$ cat src/rtl/hdmi_data_island_decoder.sv
`default_nettype none
// ============================================================================
// Module      : hdmi_data_island_decoder
// Description : Receive-side HDMI data-island packet decoder. Reassembles
//               32-cycle packets from TERC4-decoded nibbles, checks BCH
//               parity, and extracts sync, ACR (N/CTS) and L-PCM samples.
//               Optional infoframe outputs: define HDMI_DEC_INFOFRAME_EN.
// Revision    : 1.0 - initial release
// ============================================================================
module hdmi_data_island_decoder #(
  parameter int CHECK_ECC = 1,
  parameter int ERR_W     = 8
) (
  input  logic             i_pixclk,
  input  logic             i_rst,
  input  logic             i_data,
  input  logic [3:0]       i_d0,
  input  logic [3:0]       i_d1,
  input  logic [3:0]       i_d2,
  output logic             o_hsync,
  output logic             o_vsync,
  output logic             o_hdr_valid,
  output logic [23:0]      o_hdr,
  output logic             o_acr_valid,
  output logic [19:0]      o_cts,
  output logic [19:0]      o_n,
  output logic             o_aud_valid,
  output logic [15:0]      o_aud_l,
  output logic [15:0]      o_aud_r,
`ifdef HDMI_DEC_INFOFRAME_EN
  output logic             o_if_valid,
  output logic [7:0]       o_if_type,
  output logic [55:0]      o_if_payload,
  output logic             o_if_sum_ok,
`endif
  output logic [ERR_W-1:0] o_err_cnt
);

  localparam int         SUM_W      = ERR_W + 1;
  localparam logic [7:0] c_hb0Acr   = 8'h01;
  localparam logic [7:0] c_hb0Audio = 8'h02;

  typedef enum logic [0:0] {ST_IDLE = 1'b0, ST_RECV = 1'b1} state_t;

  state_t            r_state, w_stateNext;
  logic [4:0]        r_cnt, w_cntNext;
  logic              w_capture, w_complete, w_frameErr;
  logic [31:0]       r_hdr, w_hdrFull;
  logic [3:0][63:0]  r_sp, w_spFull;
  logic              w_hdrOk, w_accept;
  logic [3:0]        w_spOk, w_audMask, w_pend, w_pendRest, r_qMask;
  logic [3:0][15:0]  r_qL, r_qR, w_srcL, w_srcR;
  logic [1:0]        w_pickIdx;
  logic [2:0]        w_errInc;
  logic [SUM_W-1:0]  w_errSum;

  // BCH(64,56)/(32,24) parity, returned in received order (bit i = code[7-i])
  function automatic logic [7:0] eccOf(input logic [55:0] data, input int nBits);
    logic [7:0] code;
    logic [7:0] rev;
    logic       fb;
    code = 8'h00;
    for (int i = 0; i < 56; i++) begin
      if (i < nBits) begin
        fb   = code[7] ^ data[i];
        code = {code[6:0], 1'b0} ^ (fb ? 8'hC1 : 8'h00);
      end
    end
    for (int i = 0; i < 8; i++) rev[i] = code[7-i];
    return rev;
  endfunction

  // Packet framing FSM: next state, bit counter and framing events
  always_comb begin
    w_stateNext = r_state;
    w_cntNext   = r_cnt;
    w_capture   = 1'b0;
    w_complete  = 1'b0;
    w_frameErr  = 1'b0;
    case (r_state)
      ST_IDLE: begin
        if (i_data) begin
          if (!i_d0[3]) begin
            w_capture   = 1'b1;
            w_cntNext   = 5'd1;
            w_stateNext = ST_RECV;
          end else begin
            w_frameErr = 1'b1;
          end
        end
      end
      ST_RECV: begin
        if (i_data) begin
          // a cleared i_d0[3] at cnt=0 starts a new island; capture is identical
          w_capture  = 1'b1;
          w_cntNext  = r_cnt + 5'd1;
          w_complete = (r_cnt == 5'd31);
        end else begin
          w_stateNext = ST_IDLE;
          w_cntNext   = 5'd0;
          w_frameErr  = (r_cnt != 5'd0);
        end
      end
      default: w_stateNext = ST_IDLE;
    endcase
  end

  // FSM state and bit counter
  always_ff @(posedge i_pixclk) begin
    if (i_rst) begin
      r_state <= ST_IDLE;
      r_cnt   <= 5'd0;
    end else begin
      r_state <= w_stateNext;
      r_cnt   <= w_cntNext;
    end
  end

  // Full packet view including the nibble being captured this cycle
  always_comb begin
    w_hdrFull = {i_d0[2], r_hdr[31:1]};
    for (int k = 0; k < 4; k++) begin
      w_spFull[k] = {i_d2[k], i_d1[k], r_sp[k][63:2]};
      w_spOk[k]   = (CHECK_ECC == 0) || (eccOf(w_spFull[k][55:0], 56) == w_spFull[k][63:56]);
    end
    w_hdrOk  = (CHECK_ECC == 0) || (eccOf({32'd0, w_hdrFull[23:0]}, 24) == w_hdrFull[31:24]);
    w_accept = w_complete & w_hdrOk;
  end

  // Error increment and audio sample selection for this cycle
  always_comb begin
    w_errInc = {2'b00, w_frameErr} + {2'b00, w_complete & ~w_hdrOk};
    for (int k = 0; k < 4; k++) begin
      if (w_accept && !w_spOk[k]) w_errInc = w_errInc + 3'd1;
      w_audMask[k] = w_accept && (w_hdrFull[7:0] == c_hb0Audio) && w_hdrFull[8+k] && w_spOk[k];
      w_srcL[k]    = w_complete ? w_spFull[k][23:8]  : r_qL[k];
      w_srcR[k]    = w_complete ? w_spFull[k][47:32] : r_qR[k];
    end
    // The queue is always empty when a packet completes, so no merge is needed
    w_pend    = w_complete ? w_audMask : r_qMask;
    w_pickIdx = 2'd0;
    for (int k = 3; k >= 0; k--) begin
      if (w_pend[k]) w_pickIdx = 2'(k);
    end
    w_pendRest = w_pend & ~(4'b0001 << w_pickIdx);
    w_errSum   = {1'b0, o_err_cnt} + SUM_W'(w_errInc);
  end

`ifdef HDMI_DEC_INFOFRAME_EN
  logic [27:0][7:0] w_ifBytes;
  logic [7:0]       w_ifSum;

  // Infoframe checksum over header and PB0..PB[length]
  always_comb begin
    w_ifBytes = {w_spFull[3][55:0], w_spFull[2][55:0], w_spFull[1][55:0], w_spFull[0][55:0]};
    w_ifSum   = w_hdrFull[7:0] + w_hdrFull[15:8] + w_hdrFull[23:16];
    for (int i = 0; i < 28; i++) begin
      if (i <= int'(w_hdrFull[20:16])) w_ifSum = w_ifSum + w_ifBytes[i];
    end
  end
`endif

  // Packet capture, decoded outputs, sample queue and error counter
  always_ff @(posedge i_pixclk) begin
    if (i_rst) begin
      r_hdr       <= '0;
      r_sp        <= '0;
      r_qMask     <= '0;
      r_qL        <= '0;
      r_qR        <= '0;
      o_hsync     <= 1'b0;
      o_vsync     <= 1'b0;
      o_hdr_valid <= 1'b0;
      o_hdr       <= '0;
      o_acr_valid <= 1'b0;
      o_cts       <= '0;
      o_n         <= '0;
      o_aud_valid <= 1'b0;
      o_aud_l     <= '0;
      o_aud_r     <= '0;
      o_err_cnt   <= '0;
`ifdef HDMI_DEC_INFOFRAME_EN
      o_if_valid   <= 1'b0;
      o_if_type    <= '0;
      o_if_payload <= '0;
      o_if_sum_ok  <= 1'b0;
`endif
    end else begin
      if (i_data) begin
        o_hsync <= i_d0[0];
        o_vsync <= i_d0[1];
      end
      if (w_capture) begin
        r_hdr <= w_hdrFull;
        r_sp  <= w_spFull;
      end
      o_hdr_valid <= w_accept;
      if (w_accept) o_hdr <= w_hdrFull[23:0];
      o_acr_valid <= w_accept && (w_hdrFull[7:0] == c_hb0Acr) && w_spOk[0];
      if (w_accept && (w_hdrFull[7:0] == c_hb0Acr) && w_spOk[0]) begin
        o_cts <= {w_spFull[0][11:8], w_spFull[0][23:16], w_spFull[0][31:24]};
        o_n   <= {w_spFull[0][35:32], w_spFull[0][47:40], w_spFull[0][55:48]};
      end
      o_aud_valid <= |w_pend;
      if (|w_pend) begin
        o_aud_l <= w_srcL[w_pickIdx];
        o_aud_r <= w_srcR[w_pickIdx];
      end
      r_qMask <= w_pendRest;
      if (w_complete) begin
        r_qL <= w_srcL;
        r_qR <= w_srcR;
      end
      o_err_cnt <= w_errSum[ERR_W] ? {ERR_W{1'b1}} : w_errSum[ERR_W-1:0];
`ifdef HDMI_DEC_INFOFRAME_EN
      o_if_valid <= w_accept && w_hdrFull[7];
      if (w_accept && w_hdrFull[7]) begin
        o_if_type    <= w_hdrFull[7:0];
        o_if_payload <= w_spFull[0][55:0];
        o_if_sum_ok  <= (w_ifSum == 8'h00);
      end
`endif
    end
  end

endmodule
`default_nettype wire

$ cat config.mk
export PLATFORM = sky130hd
export DESIGN_NAME = hdmi_data_island_decoder
export DESIGN_NICKNAME = d
export VERILOG_FILES = /design/src/rtl/hdmi_data_island_decoder.sv
export SDC_FILE = /design/constraint.sdc
export NUM_CORES = 1
export LEC_CHECK = 0
export ABC_AREA = 1
export ABC_CLOCK_PERIOD_IN_PS = 19850
export BUFFER_PORTS_ARGS = -buffer_cell sky130_fd_sc_hd__buf_4
export CAP_MARGIN = 20
export CORE_MARGIN = 5
export CORE_UTILIZATION = 50
export DETAILED_ROUTE_END_ITERATION = 7
export GPL_TIMING_DRIVEN = 1
export PLACE_DENSITY = 0.67
export SETUP_SLACK_MARGIN = 0.1
export SLEW_MARGIN = 5
export SYNTH_ARGS = -nofsm -noshare
export SYNTH_HDL_FRONTEND = slang
export SYNTH_SLANG_ARGS = --single-unit
$ cat constraint.sdc
create_clock -name i_pixclk -period 19.85 [get_ports i_pixclk]
set_input_delay 0 -clock i_pixclk [delete_from_list [all_inputs] [get_ports i_pixclk]]
set_output_delay 0 -clock i_pixclk [all_outputs]
set_load 0.02 [all_outputs]
Yosys cells after proc, flatten, opt, wreduce, memory -nomap -nowiden
Cells that the tools add are included.
- register bits after elaboration: 535
- input port bits: 15
- output and inout bits: 109
- add/subtract/negate cells: 7
- magnitude comparators: 1
- equal/unequal tests: 10
- shifts and indexed selects: 1
- mux-type cells: 284
- bitwise operators: 492
- reductions and logical operators: 22
- operators by type and width (cell ; number):
    2-to-1 mux 8 bit ; 249
    bitwise XOR 8 bit ; 243
    bitwise XOR 1 bit ; 243
    2-to-1 mux 16 bit ; 10
    binary-select mux 16 bit (select 2 bit) ; 2
    equality test 8 bit ; 5
    logical AND 1 bit ; 15
    2-to-1 mux 5 bit ; 3
    2-to-1 mux 3 bit ; 4
    case mux 5 bit (2 select lines) ; 1
    adder 3 x 1 -> 3 bit (second input constant) ; 3
    adder 8 x 3 -> 9 bit ; 1
    equality test 8 x 1 -> 1 bit (second input constant) ; 1
    equality test 8 x 2 -> 1 bit (second input constant) ; 1
    2-to-1 mux 1 bit ; 8
    2-to-1 mux 2 bit ; 4
    adder 5 x 1 -> 5 bit (second input constant) ; 1
    equality test 5 bit (second input constant) ; 1
    nonzero test 5 bit ; 1
    AND 4 bit ; 1
    logical NOT 1 bit ; 4
    2-to-1 mux 4 bit ; 1
    != test 2 bit (second input constant) ; 2
    inverter 4 bit ; 1
    other kinds (9) ; 12

Logic depth before layout (Yosys ltp)
Gate-level depths: netlist of the first run.
- depth in word-level cells: 178
- depth in mapped cells: 101
- mapped depth without buffers: 101

Worst setup path before layout of the first run
Ideal clock, no wire load.
- path type: flip-flop to flip-flop
- start: reg r_sp[6] (netlist bit)
- end: reg o_err_cnt[3]
- arrival: 8.716 ns
- data required time: 19.792 ns
- path slack: 11.077 ns
- cell stages (with the launch flop): 91
- buffers on the path: 0
- path through: dfxtp_1 xor2_1 nand2_1 nand3_1 nand2_2 nand2_4 nand3_2 nand2_4 nand2_4 nand2_4 nand2_2 nand2_2 nand3_1 nand2_2 nand2_1 nand2_2 nand2_2 nand3b_1 (+55 left out) ha_1 or2_2 nand2_1 inv_1 ha_1 nand3_1 nand3_1 nand2_1 inv_1 ha_1 a21oi_1 nor2_1 nand3_1 nor3_1 inv_1 o21ai_0 o21ai_0 inv_1
- word-level cells in the longest chain between the ends: 168
- RTL lines (what ; line ; RTL):
    start, declared ; 49 ; logic [3:0][63:0] r_sp, w_spFull;
    start signal, assigned ; 195 ; r_sp <= w_spFull;
    bitwise XOR 1 bit (*) ; 65 ; fb = code[7] ^ data[i];
    2-to-1 mux 8 bit (*) ; 66 ; code = {code[6:0], 1'b0} ^ (fb ? 8'hC1 : 8'h00);
    bitwise XOR 8 bit (*) ; 66 ;
    bitwise XOR 1 bit ; 65 ;
    2-to-1 mux 8 bit ; 66 ;
    bitwise XOR 8 bit (*) ; 66 ;
    bitwise XOR 1 bit ; 65 ;
    2-to-1 mux 8 bit ; 66 ;
    (+152 left out) ; -- ;
    adder 3 x 1 -> 3 bit ; 134 ; if (w_accept && !w_spOk[k]) w_errInc = w_errInc + 3'd1;
    2-to-1 mux 3 bit (*) ; 134 ;
    adder 3 x 1 -> 3 bit ; 134 ;
    2-to-1 mux 3 bit (*) ; 134 ;
    adder 3 x 1 -> 3 bit ; 134 ;
    2-to-1 mux 3 bit (*) ; 134 ;
    adder 8 x 3 -> 9 bit (*) ; 146 ; w_errSum = {1'b0, o_err_cnt} + SUM_W'(w_errInc);
    2-to-1 mux 8 bit (*) ; 214 ; o_err_cnt <= w_errSum[ERR_W] ? {ERR_W{1'b1}} : w_errSum[ERR_W-1:0];
    end signal, assigned ; 214 ;
    end, declared ; 36 ; output logic [ERR_W-1:0] o_err_cnt
Every way passes the cells marked *; elsewhere a longest branch is shown, timed or not.
A chain may end at the register's enable or synchronous reset.

Final worst setup path of the first run
- start: reg r_sp[72] (netlist bit)
- end: reg o_err_cnt[3]
- word-level cells in the longest chain between the ends: 160
- RTL lines (what ; line):
    bitwise XOR 1 bit (*) ; 65
    2-to-1 mux 8 bit (*) ; 66
    bitwise XOR 8 bit (*) ; 66
    bitwise XOR 1 bit ; 65
    2-to-1 mux 8 bit ; 66
    bitwise XOR 8 bit (*) ; 66
    bitwise XOR 1 bit ; 65
    2-to-1 mux 8 bit ; 66
    (+144 left out) ; --
    logical AND 1 bit (*) ; 134
    2-to-1 mux 3 bit (*) ; 134
    adder 3 x 1 -> 3 bit ; 134
    2-to-1 mux 3 bit (*) ; 134
    adder 3 x 1 -> 3 bit ; 134
    2-to-1 mux 3 bit (*) ; 134
    adder 8 x 3 -> 9 bit (*) ; 146
    2-to-1 mux 8 bit (*) ; 214
Marks and branches as above.

==> results of run 1 <==
## kinds of logic after synthesis
kind of cell | share of synthesized area [%]
xor gates and xnor gates | 9.413
and+or+nand+nor | 33.70
buffers and inverters | 8.204
AOI/OAI and AO/OA | 11.95
muxes | 2.102
other | 0.01212
adders and majority gates | 0.5903
DFF | 34.03
## flip-flops by register name (all words and copies together) (netlist names)
register     cells
o_aud_l         16
r_hdr           31
r_qR            64
o_hdr           24
o_vsync          1
o_n             20
o_aud_valid      1
o_hsync          1
o_err_cnt        8
r_qL            64
o_cts           20
r_sp           248
o_hdr_valid      1
r_cnt            5
r_qMask          4
o_aud_r         16
o_acr_valid      1
r_state          1
## layout by cell type, fill, tap and decap left out, types with 10 or more instances in the layout
cell / count
sky130_fd_sc_hd__nor2_1: 493
sky130_fd_sc_hd__inv_2: 42
sky130_fd_sc_hd__mux2i_1: 65
sky130_fd_sc_hd__nand2_2: 226
sky130_fd_sc_hd__nand3b_1: 45
sky130_fd_sc_hd__a21oi_1: 229
sky130_fd_sc_hd__xor2_1: 212
sky130_fd_sc_hd__xnor2_1: 77
sky130_fd_sc_hd__ha_1: 13
sky130_fd_sc_hd__dlygate4sd3_1: 20
sky130_fd_sc_hd__nand3_2: 83
sky130_fd_sc_hd__or2_2: 34
sky130_fd_sc_hd__inv_1: 413
sky130_fd_sc_hd__clkinv_2: 10
sky130_fd_sc_hd__nand2_1: 720
sky130_fd_sc_hd__o21ai_0: 413
sky130_fd_sc_hd__clkbuf_16: 59
sky130_fd_sc_hd__a21oi_2: 30
sky130_fd_sc_hd__xor2_2: 14
sky130_fd_sc_hd__o21ai_1: 32
sky130_fd_sc_hd__nand2_4: 47
sky130_fd_sc_hd__dfxtp_1: 526
sky130_fd_sc_hd__clkbuf_1: 14
sky130_fd_sc_hd__buf_4: 134
sky130_fd_sc_hd__nand3_1: 434
## metal layers
metal	share of wire, %	global-route usage, %	vias to the layer above
met5	0	0	-
met4	2.3	6.124	0
met3	4.3	2.855	103
met2	46	37.95	471
met1	47	31.83	12600
li1	-	-	14150
## Yosys cell counts (all sizes together)
cell type    n
nor3         4
or2         37
clkinv       3
xnor3        2
inv        458
mux2i       65
dfxtp      526
nand3b      51
buf         30
o21ai      446
xnor2       82
nor4         2
nor2       505
fa           1
ha          13
nand4        8
and2         1
a31oi        2
conb         1
o221ai       1
nand2      993
a211oi       3
clkbuf     149
a21oi      259
a221oi       1
xor2       227
nand3      521
## critical path: cells and delay by family (launching register included)
family                   cells  cell delay [ps]
AND/OR/NAND/NOR             67             7280
adder cells (fa/ha/maj)      3              790
XOR/XNOR                     3              690
buffers and inverters        8              670
flip-flops                   1              380
AO/OA/AOI/OAI                3              280
## stage by stage
step | instance area (um2) | setup slack (ps)
6_report | 34340 | 9671
5_1_grt | 34340 | 8458
4_1_cts | 34340 | 9714
3_5_place_dp | 32190 | 9781
3_3_place_gp | 32190 | 10120
2_1_floorplan | 30950 | 11080
## cell type report
cell class | instances | area [um2] | area share (%)
well taps | 790 | 988.4 | 2.878
clock buffers | 80 | 1625 | 4.733
repair buffers | 155 | 1226 | 3.571
flip-flops and latches | 526 | 10530 | 30.66
clock inverters | 26 | 324.1 | 0.9436
inverters | 461 | 1753 | 5.104
multi-input cells | 3225 | 17890 | 52.11
## timing repair
action	4_1_cts	5_1_grt
endpoints found under the hold margin	72	0
setup buffers	0	0
hold buffers	20	0
## worst max path at each step
stage	cells after the start	start	end	slack (ps)
2_1_floorplan	90	r_sp[6]$_SDFFE_PP0P_	o_err_cnt[3]$_SDFF_PP0_	11080
3_3_place_gp	86	r_sp[6]$_SDFFE_PP0P_	o_err_cnt[3]$_SDFF_PP0_	10120
3_5_place_dp	85	r_sp[72]$_SDFFE_PP0P_	o_err_cnt[3]$_SDFF_PP0_	9780
4_1_cts	87	r_sp[72]$_SDFFE_PP0P_	o_err_cnt[3]$_SDFF_PP0_	9710
5_1_grt	88	r_sp[72]$_SDFFE_PP0P_	o_err_cnt[3]$_SDFF_PP0_	8460
6_report	84	r_sp[72]$_SDFFE_PP0P_	o_err_cnt[3]$_SDFF_PP0_	9670
==> run_summary.xml, run 1 <==
<?xml version="1.0" encoding="UTF-8"?>
<metrics>
  <group name="detailed_routing">
    <metric name="antenna_violating_nets_post_route" unit="">0</metric>
    <metric name="post_route_drc_violation_count" unit="">0</metric>
    <metric name="drt_wl_total" unit="um">79150</metric>
    <metric name="dr.first_iter.drc_count" unit="">1650</metric>
    <metric name="detailroute.via_count" unit="">27320</metric>
    <metric name="viasPerCell" unit="">5.191</metric>
    <metric name="drt_pass_1_iters" unit="">5</metric>
    <metric name="avgRoutedWirePerCell" unit="um">15.04</metric>
  </group>
  <group name="clock_network">
    <metric name="clkSlewWorstSetupHoldPaths" unit="ps">60</metric>
    <metric name="clock_root_buffer" unit="">sky130_fd_sc_hd__clkbuf_16</metric>
    <metric name="cts.htree.levels" unit="">2</metric>
    <metric name="clock_insertion_delay_worst_skew" unit="ps">630</metric>
    <metric name="tritoncts_num_sinks" unit="">526</metric>
    <metric name="post_cts_resize_count" unit="">0</metric>
    <metric name="cts_buffers" unit="">58</metric>
    <metric name="tritoncts" unit="">yes</metric>
    <metric name="cts-root-to-sink-buffers" unit="">3</metric>
  </group>
  <group name="worst_setup_path">
    <metric name="crit_type" unit="">register to register</metric>
    <metric name="timing.rr.start" unit="">r_sp[72]$_SDFFE_PP0P_</metric>
    <metric name="reg2reg_slack" unit="ps">9670</metric>
    <metric name="timing.critical_path.slowest_cell_delay" unit="ps">380</metric>
    <metric name="crit_end_element" unit="">register</metric>
    <metric name="r2r-end" unit="">o_err_cnt[3]$_SDFF_PP0_</metric>
    <metric name="worst_path_most_repeated_cell" unit="">sky130_fd_sc_hd__nand2_1</metric>
    <metric name="worstPathRequired" unit="ps">20420</metric>
    <metric name="worstRegToRegCells" unit="">84</metric>
    <metric name="worst-path-max-fanout" unit="">5</metric>
    <metric name="critical_path.startpoint_type" unit="">register</metric>
    <metric name="critical-path-slowest-cell" unit="">sky130_fd_sc_hd__dfxtp_1</metric>
    <metric name="worst_ep_arrival_time" unit="ps">10750</metric>
  </group>
  <group name="timing">
    <metric name="report.final.slew_viol_count" unit="">0</metric>
    <metric name="timing.slew.headroom" unit="%">27.12</metric>
    <metric name="hold-worst-slack" unit="ps">184.7</metric>
    <metric name="grt_setup_unrepaired" unit="">no</metric>
    <metric name="worst_margin_pin_slew" unit="ps">1093</metric>
    <metric name="totalNegativeSetupSlack" unit="ps">0</metric>
    <metric name="maxClockFrequency" unit="MHz">98.24</metric>
    <metric name="worst_clock_skew" unit="ps">23.37</metric>
    <metric name="final-setup-viol-count" unit="">0</metric>
    <metric name="min_period" unit="ps">10180</metric>
    <metric name="timing.final.crit_share" unit="%">51.28</metric>
    <metric name="timing.final.hold_violations" unit="">0</metric>
  </group>
  <group name="final_layout">
    <metric name="finalNetCount" unit="">4456</metric>
    <metric name="finish.cell_count_without_fillers" unit="">5263</metric>
    <metric name="areaGrowthSynthToFinish" unit="%">10.97</metric>
    <metric name="num-fill-cells" unit="">5903</metric>
    <metric name="utilization" unit="%">55.85</metric>
    <metric name="antenna-diode-count" unit="">0</metric>
    <metric name="post_route_cells_drive_above_1_share" unit="%">16.50</metric>
  </group>
  <group name="logic_synthesis">
    <metric name="synth_top_area_share" unit="%">34.03</metric>
    <metric name="synth-seq-cells" unit="">526</metric>
    <metric name="syn-num-nets" unit="">4420</metric>
    <metric name="synth.cell_area" unit="um2">30950</metric>
    <metric name="netlist-cell-type-count" unit="">50</metric>
    <metric name="synth_sequential_area_ratio" unit="%">34.03</metric>
    <metric name="yosys_warnings" unit="">0</metric>
    <metric name="syn-mean-instance-area" unit="um2">7.048</metric>
    <metric name="synth.top_cells.by_area" unit="">sky130_fd_sc_hd__dfxtp_1 34%, sky130_fd_sc_hd__nand2_1 8.7%, sky130_fd_sc_hd__nand3_1 7.0%, sky130_fd_sc_hd__o21ai_0 6.7%, sky130_fd_sc_hd__nor2_1 6.0%</metric>
    <metric name="synth.largest_area_cell" unit="">sky130_fd_sc_hd__dfxtp_1</metric>
    <metric name="syn-instance-count" unit="">4391</metric>
  </group>
  <group name="hold_path">
    <metric name="whs_endpoint" unit="">r_hdr[31]$_SDFFE_PP0P_</metric>
    <metric name="holdCritStartpoint" unit="">i_d0[2]</metric>
    <metric name="hold_path_depth" unit="">4</metric>
    <metric name="hold_path.class" unit="">input pin to register</metric>
  </group>
  <group name="floorplan">
    <metric name="placeableCoreArea" unit="um2">61480</metric>
    <metric name="pin_count" unit="">124</metric>
    <metric name="die-height" unit="um">258.8</metric>
    <metric name="die_w" unit="um">258.8</metric>
    <metric name="die_area" unit="um2">66970</metric>
    <metric name="core.rowCount" unit="">91</metric>
    <metric name="starting_density_of_the_core" unit="%">50.33</metric>
  </group>
  <group name="placed_design">
    <metric name="place.port_buffers" unit="">123</metric>
    <metric name="placedCellCount" unit="">5137</metric>
    <metric name="post_detailed_placement_half_perimeter_wirelength" unit="um">55950</metric>
    <metric name="place_congestion" unit="">0.9266</metric>
  </group>
  <group name="outcome">
    <metric name="run_status" unit="">finished, final reports clean</metric>
  </group>
  <group name="grt">
    <metric name="grt_overflow_total" unit="">0</metric>
    <metric name="global_route_wire_length_before_repair" unit="um">128700</metric>
    <metric name="first_global_vias" unit="">24950</metric>
    <metric name="global_route.usage.total" unit="%">22.92</metric>
    <metric name="number_of_antenna_violations_at_the_first_check_in_global_routing" unit="">0</metric>
    <metric name="grt_start_max_net_pins" unit="">231</metric>
  </group>
  <group name="job">
    <metric name="cap_violations" unit="">0</metric>
  </group>
</metrics>
Power of run 1 is not shown: default switching activity piles up to over one toggle a cycle in this logic, so the estimate is an artifact.
==> run 2, diff against run 1 <==
Settings changed: ABC_CLOCK_PERIOD_IN_PS 19850 to 10650.
Clock period 19.85 ns to 10.65 ns, I/O delays scaled along.
==> run 2 against run 1 <==
  * Routed wire length increased by 1.7%
  * Core utilization increased by 0.69 points
  * Worst setup slack got worse by 8600 ps
  * Fmax increased by 6.1%
  * First-iteration DRC count increased by 17%
  * Critical path depth increased by 4
  * Via count increased by 0.35%
  * Design area increased by 1.2%
  * Die area unchanged
  * Sequential cell count unchanged
  * Clock skew increased by 6.8 ps
  * Clock-buffer cell count increased by 6
==> run_summary.xml, run 2 (synthesis gave the netlist of run 1 again) <==
<?xml version="1.0" encoding="UTF-8"?>
<metrics>
  <group name="outcome">
    <metric name="run_status" unit="">finished, final reports clean</metric>
  </group>
  <group name="final_layout">
    <metric name="num-fill-cells" unit="">5851</metric>
    <metric name="mostFrequentLayoutCell" unit="">sky130_fd_sc_hd__nand2_1</metric>
    <metric name="layout_top_registers" unit="">r_sp x248, r_qL x64, r_qR x64</metric>
    <metric name="areaGrowthSynthToFinish" unit="%">12.35</metric>
    <metric name="largest_register_ffs" unit="">248</metric>
    <metric name="finalNetCount" unit="">4456</metric>
    <metric name="commonest_cells_after_routing_fill_and_taps_aside" unit="">714 x sky130_fd_sc_hd__nand2_1, 519 x sky130_fd_sc_hd__dfxtp_1, 491 x sky130_fd_sc_hd__nor2_1</metric>
    <metric name="fin_area" unit="um2">34770</metric>
    <metric name="post_route_cells_drive_above_1_share" unit="%">17.51</metric>
    <metric name="top_register" unit="">r_sp</metric>
    <metric name="antenna-diode-count" unit="">0</metric>
  </group>
  <group name="grt">
    <metric name="global_route.usage.total" unit="%">23.27</metric>
    <metric name="first_global_vias" unit="">25420</metric>
    <metric name="grt_start_max_net_pins" unit="">230</metric>
    <metric name="grt_overflow_total" unit="">0</metric>
    <metric name="number_of_antenna_violations_at_the_first_check_in_global_routing" unit="">0</metric>
    <metric name="global_route_wire_length_before_repair" unit="um">130500</metric>
  </group>
  <group name="clock_network">
    <metric name="cts_buffers" unit="">58</metric>
    <metric name="clock_root_buffer" unit="">sky130_fd_sc_hd__clkbuf_16</metric>
    <metric name="tritoncts_num_sinks" unit="">526</metric>
    <metric name="cts.htree.levels" unit="">2</metric>
    <metric name="clkSlewWorstSetupHoldPaths" unit="ps">60</metric>
    <metric name="tritoncts" unit="">yes</metric>
    <metric name="cts-root-to-sink-buffers" unit="">3</metric>
    <metric name="clock_insertion_delay_worst_skew" unit="ps">640</metric>
  </group>
  <group name="detailed_routing">
    <metric name="drt_wl_total" unit="um">80460</metric>
    <metric name="avgRoutedWirePerCell" unit="um">15.29</metric>
    <metric name="drt_pass_1_iters" unit="">8</metric>
    <metric name="dr.first_iter.drc_count" unit="">1933</metric>
    <metric name="post_route_drc_violation_count" unit="">0</metric>
    <metric name="viasPerCell" unit="">5.211</metric>
    <metric name="detailroute.via_count" unit="">27420</metric>
    <metric name="antenna_violating_nets_post_route" unit="">0</metric>
  </group>
  <group name="timing">
    <metric name="hold-worst-slack" unit="ps">192.6</metric>
    <metric name="final-setup-viol-count" unit="">0</metric>
    <metric name="min_period" unit="ps">9592</metric>
    <metric name="timing.final.crit_share" unit="%">90.07</metric>
    <metric name="maxClockFrequency" unit="MHz">104.2</metric>
    <metric name="report.final.slew_viol_count" unit="">0</metric>
    <metric name="worst_clock_skew" unit="ps">30.13</metric>
    <metric name="timing.final.hold_violations" unit="">0</metric>
    <metric name="worst_margin_pin_slew" unit="ps">1027</metric>
    <metric name="timing.slew.headroom" unit="%">31.56</metric>
    <metric name="grt_setup_unrepaired" unit="">no</metric>
    <metric name="totalNegativeSetupSlack" unit="ps">0</metric>
  </group>
  <group name="hold_path">
    <metric name="hold_path_depth" unit="">4</metric>
    <metric name="hold_path.class" unit="">input pin to register</metric>
    <metric name="holdCritStartpoint" unit="">i_d0[2]</metric>
    <metric name="whs_endpoint" unit="">r_hdr[31]$_SDFFE_PP0P_</metric>
  </group>
  <group name="worst_setup_path">
    <metric name="reg2reg_slack" unit="ps">1060</metric>
    <metric name="worst-path-max-fanout" unit="">6</metric>
    <metric name="worst_ep_arrival_time" unit="ps">10160</metric>
    <metric name="worst_path_most_repeated_cell" unit="">sky130_fd_sc_hd__nand2_1</metric>
    <metric name="timing.rr.start" unit="">r_sp[68]$_SDFFE_PP0P_</metric>
    <metric name="r2r-end" unit="">o_err_cnt[3]$_SDFF_PP0_</metric>
    <metric name="worstRegToRegCells" unit="">88</metric>
    <metric name="worstPathRequired" unit="ps">11210</metric>
    <metric name="crit_end_element" unit="">register</metric>
    <metric name="crit_type" unit="">register to register</metric>
    <metric name="timing.critical_path.slowest_cell_delay" unit="ps">370</metric>
    <metric name="critical-path-slowest-cell" unit="">sky130_fd_sc_hd__dfxtp_1</metric>
    <metric name="critical_path.startpoint_type" unit="">register</metric>
  </group>
  <group name="floorplan">
    <metric name="starting_density_of_the_core" unit="%">50.33</metric>
    <metric name="placeableCoreArea" unit="um2">61480</metric>
    <metric name="die_w" unit="um">258.8</metric>
    <metric name="core.rowCount" unit="">91</metric>
    <metric name="die-height" unit="um">258.8</metric>
    <metric name="die_area" unit="um2">66970</metric>
    <metric name="pin_count" unit="">124</metric>
  </group>
  <group name="placed_design">
    <metric name="place.port_buffers" unit="">123</metric>
    <metric name="post_detailed_placement_half_perimeter_wirelength" unit="um">55780</metric>
    <metric name="dpl-instance-area" unit="um2">32200</metric>
    <metric name="place_congestion" unit="">0.9174</metric>
  </group>
  <group name="job">
    <metric name="cap_violations" unit="">0</metric>
  </group>
</metrics>
==> run 2: cell count changes in the layout (fill, tap and decap cells not counted), sizes merged <==
cell / change
clkinv: -7
bufinv: +4
dlygate4sd3: -1
clkinvlp: -5
buf: +1
clkbuf: +6
==> run 2: area by class of cell <==
type / instances / area [um2] / share of cell area (%)
Clock buffer: 86 / 1748 / 5.028
Clock inverter: 18 / 371.6 / 1.069
Inverter: 461 / 1753 / 5.042
Multi-Input combinational cell: 3225 / 18120 / 52.13
Sequential cell: 526 / 10550 / 30.33
Tap cell: 790 / 988.4 / 2.843
Timing Repair Buffer: 155 / 1236 / 3.556
==> run 2: layer usage <==
layer  global-route usage, %  part of all wire (%)
met5                       0                     0
met3                   3.615                   5.2
met4                   6.758                   2.8
met2                   38.11                    46
met1                   31.99                    46
==> run 2: worst max path at each step <==
stage | start | endpoint | slack (ps) | cells past startpoint
after floorplan | r_sp[6]$_SDFFE_PP0P_ | o_err_cnt[3]$_SDFF_PP0_ | 1880 | 90
after global placement | r_sp[6]$_SDFFE_PP0P_ | o_err_cnt[3]$_SDFF_PP0_ | 900 | 86
after detailed placement | r_sp[6]$_SDFFE_PP0P_ | o_err_cnt[3]$_SDFF_PP0_ | 750 | 94
after CTS | r_sp[5]$_SDFFE_PP0P_ | o_err_cnt[3]$_SDFF_PP0_ | 690 | 94
after global routing | r_sp[8]$_SDFFE_PP0P_ | o_err_cnt[3]$_SDFF_PP0_ | 50 | 94
final | r_sp[68]$_SDFFE_PP0P_ | o_err_cnt[3]$_SDFF_PP0_ | 1060 | 88
==> run 2: critical path: cells and delay by family, from the launching register on <==
family	cells	cell delay, ps
compound gates	3	220
fa+ha+maj	3	740
buf+inv	6	450
flops	1	370
simple gates	75	7560
xor+xnor	1	180
==> run 2: per-stage QoR <==
step	cells	worst slack, ps	util (%)
6_report	5261	1058	56.55
3_5_place_dp	5136	751.1	52.37
2_1_floorplan	4391	1877	-
3_3_place_gp	5136	899.9	52.37
4_1_cts	5259	693.9	56.12
5_1_grt	5261	46.60	56.55
==> run 2: timing repair <==
item | CTS | global route
endpoints found under the setup margin | 0 | 8
hold buffers | 19 | 0
hold endpoints to repair | 72 | 0
buffers inserted | 0 | 2
gates resized for setup | 0 | 53
Power of run 2 is left out for the same reason.
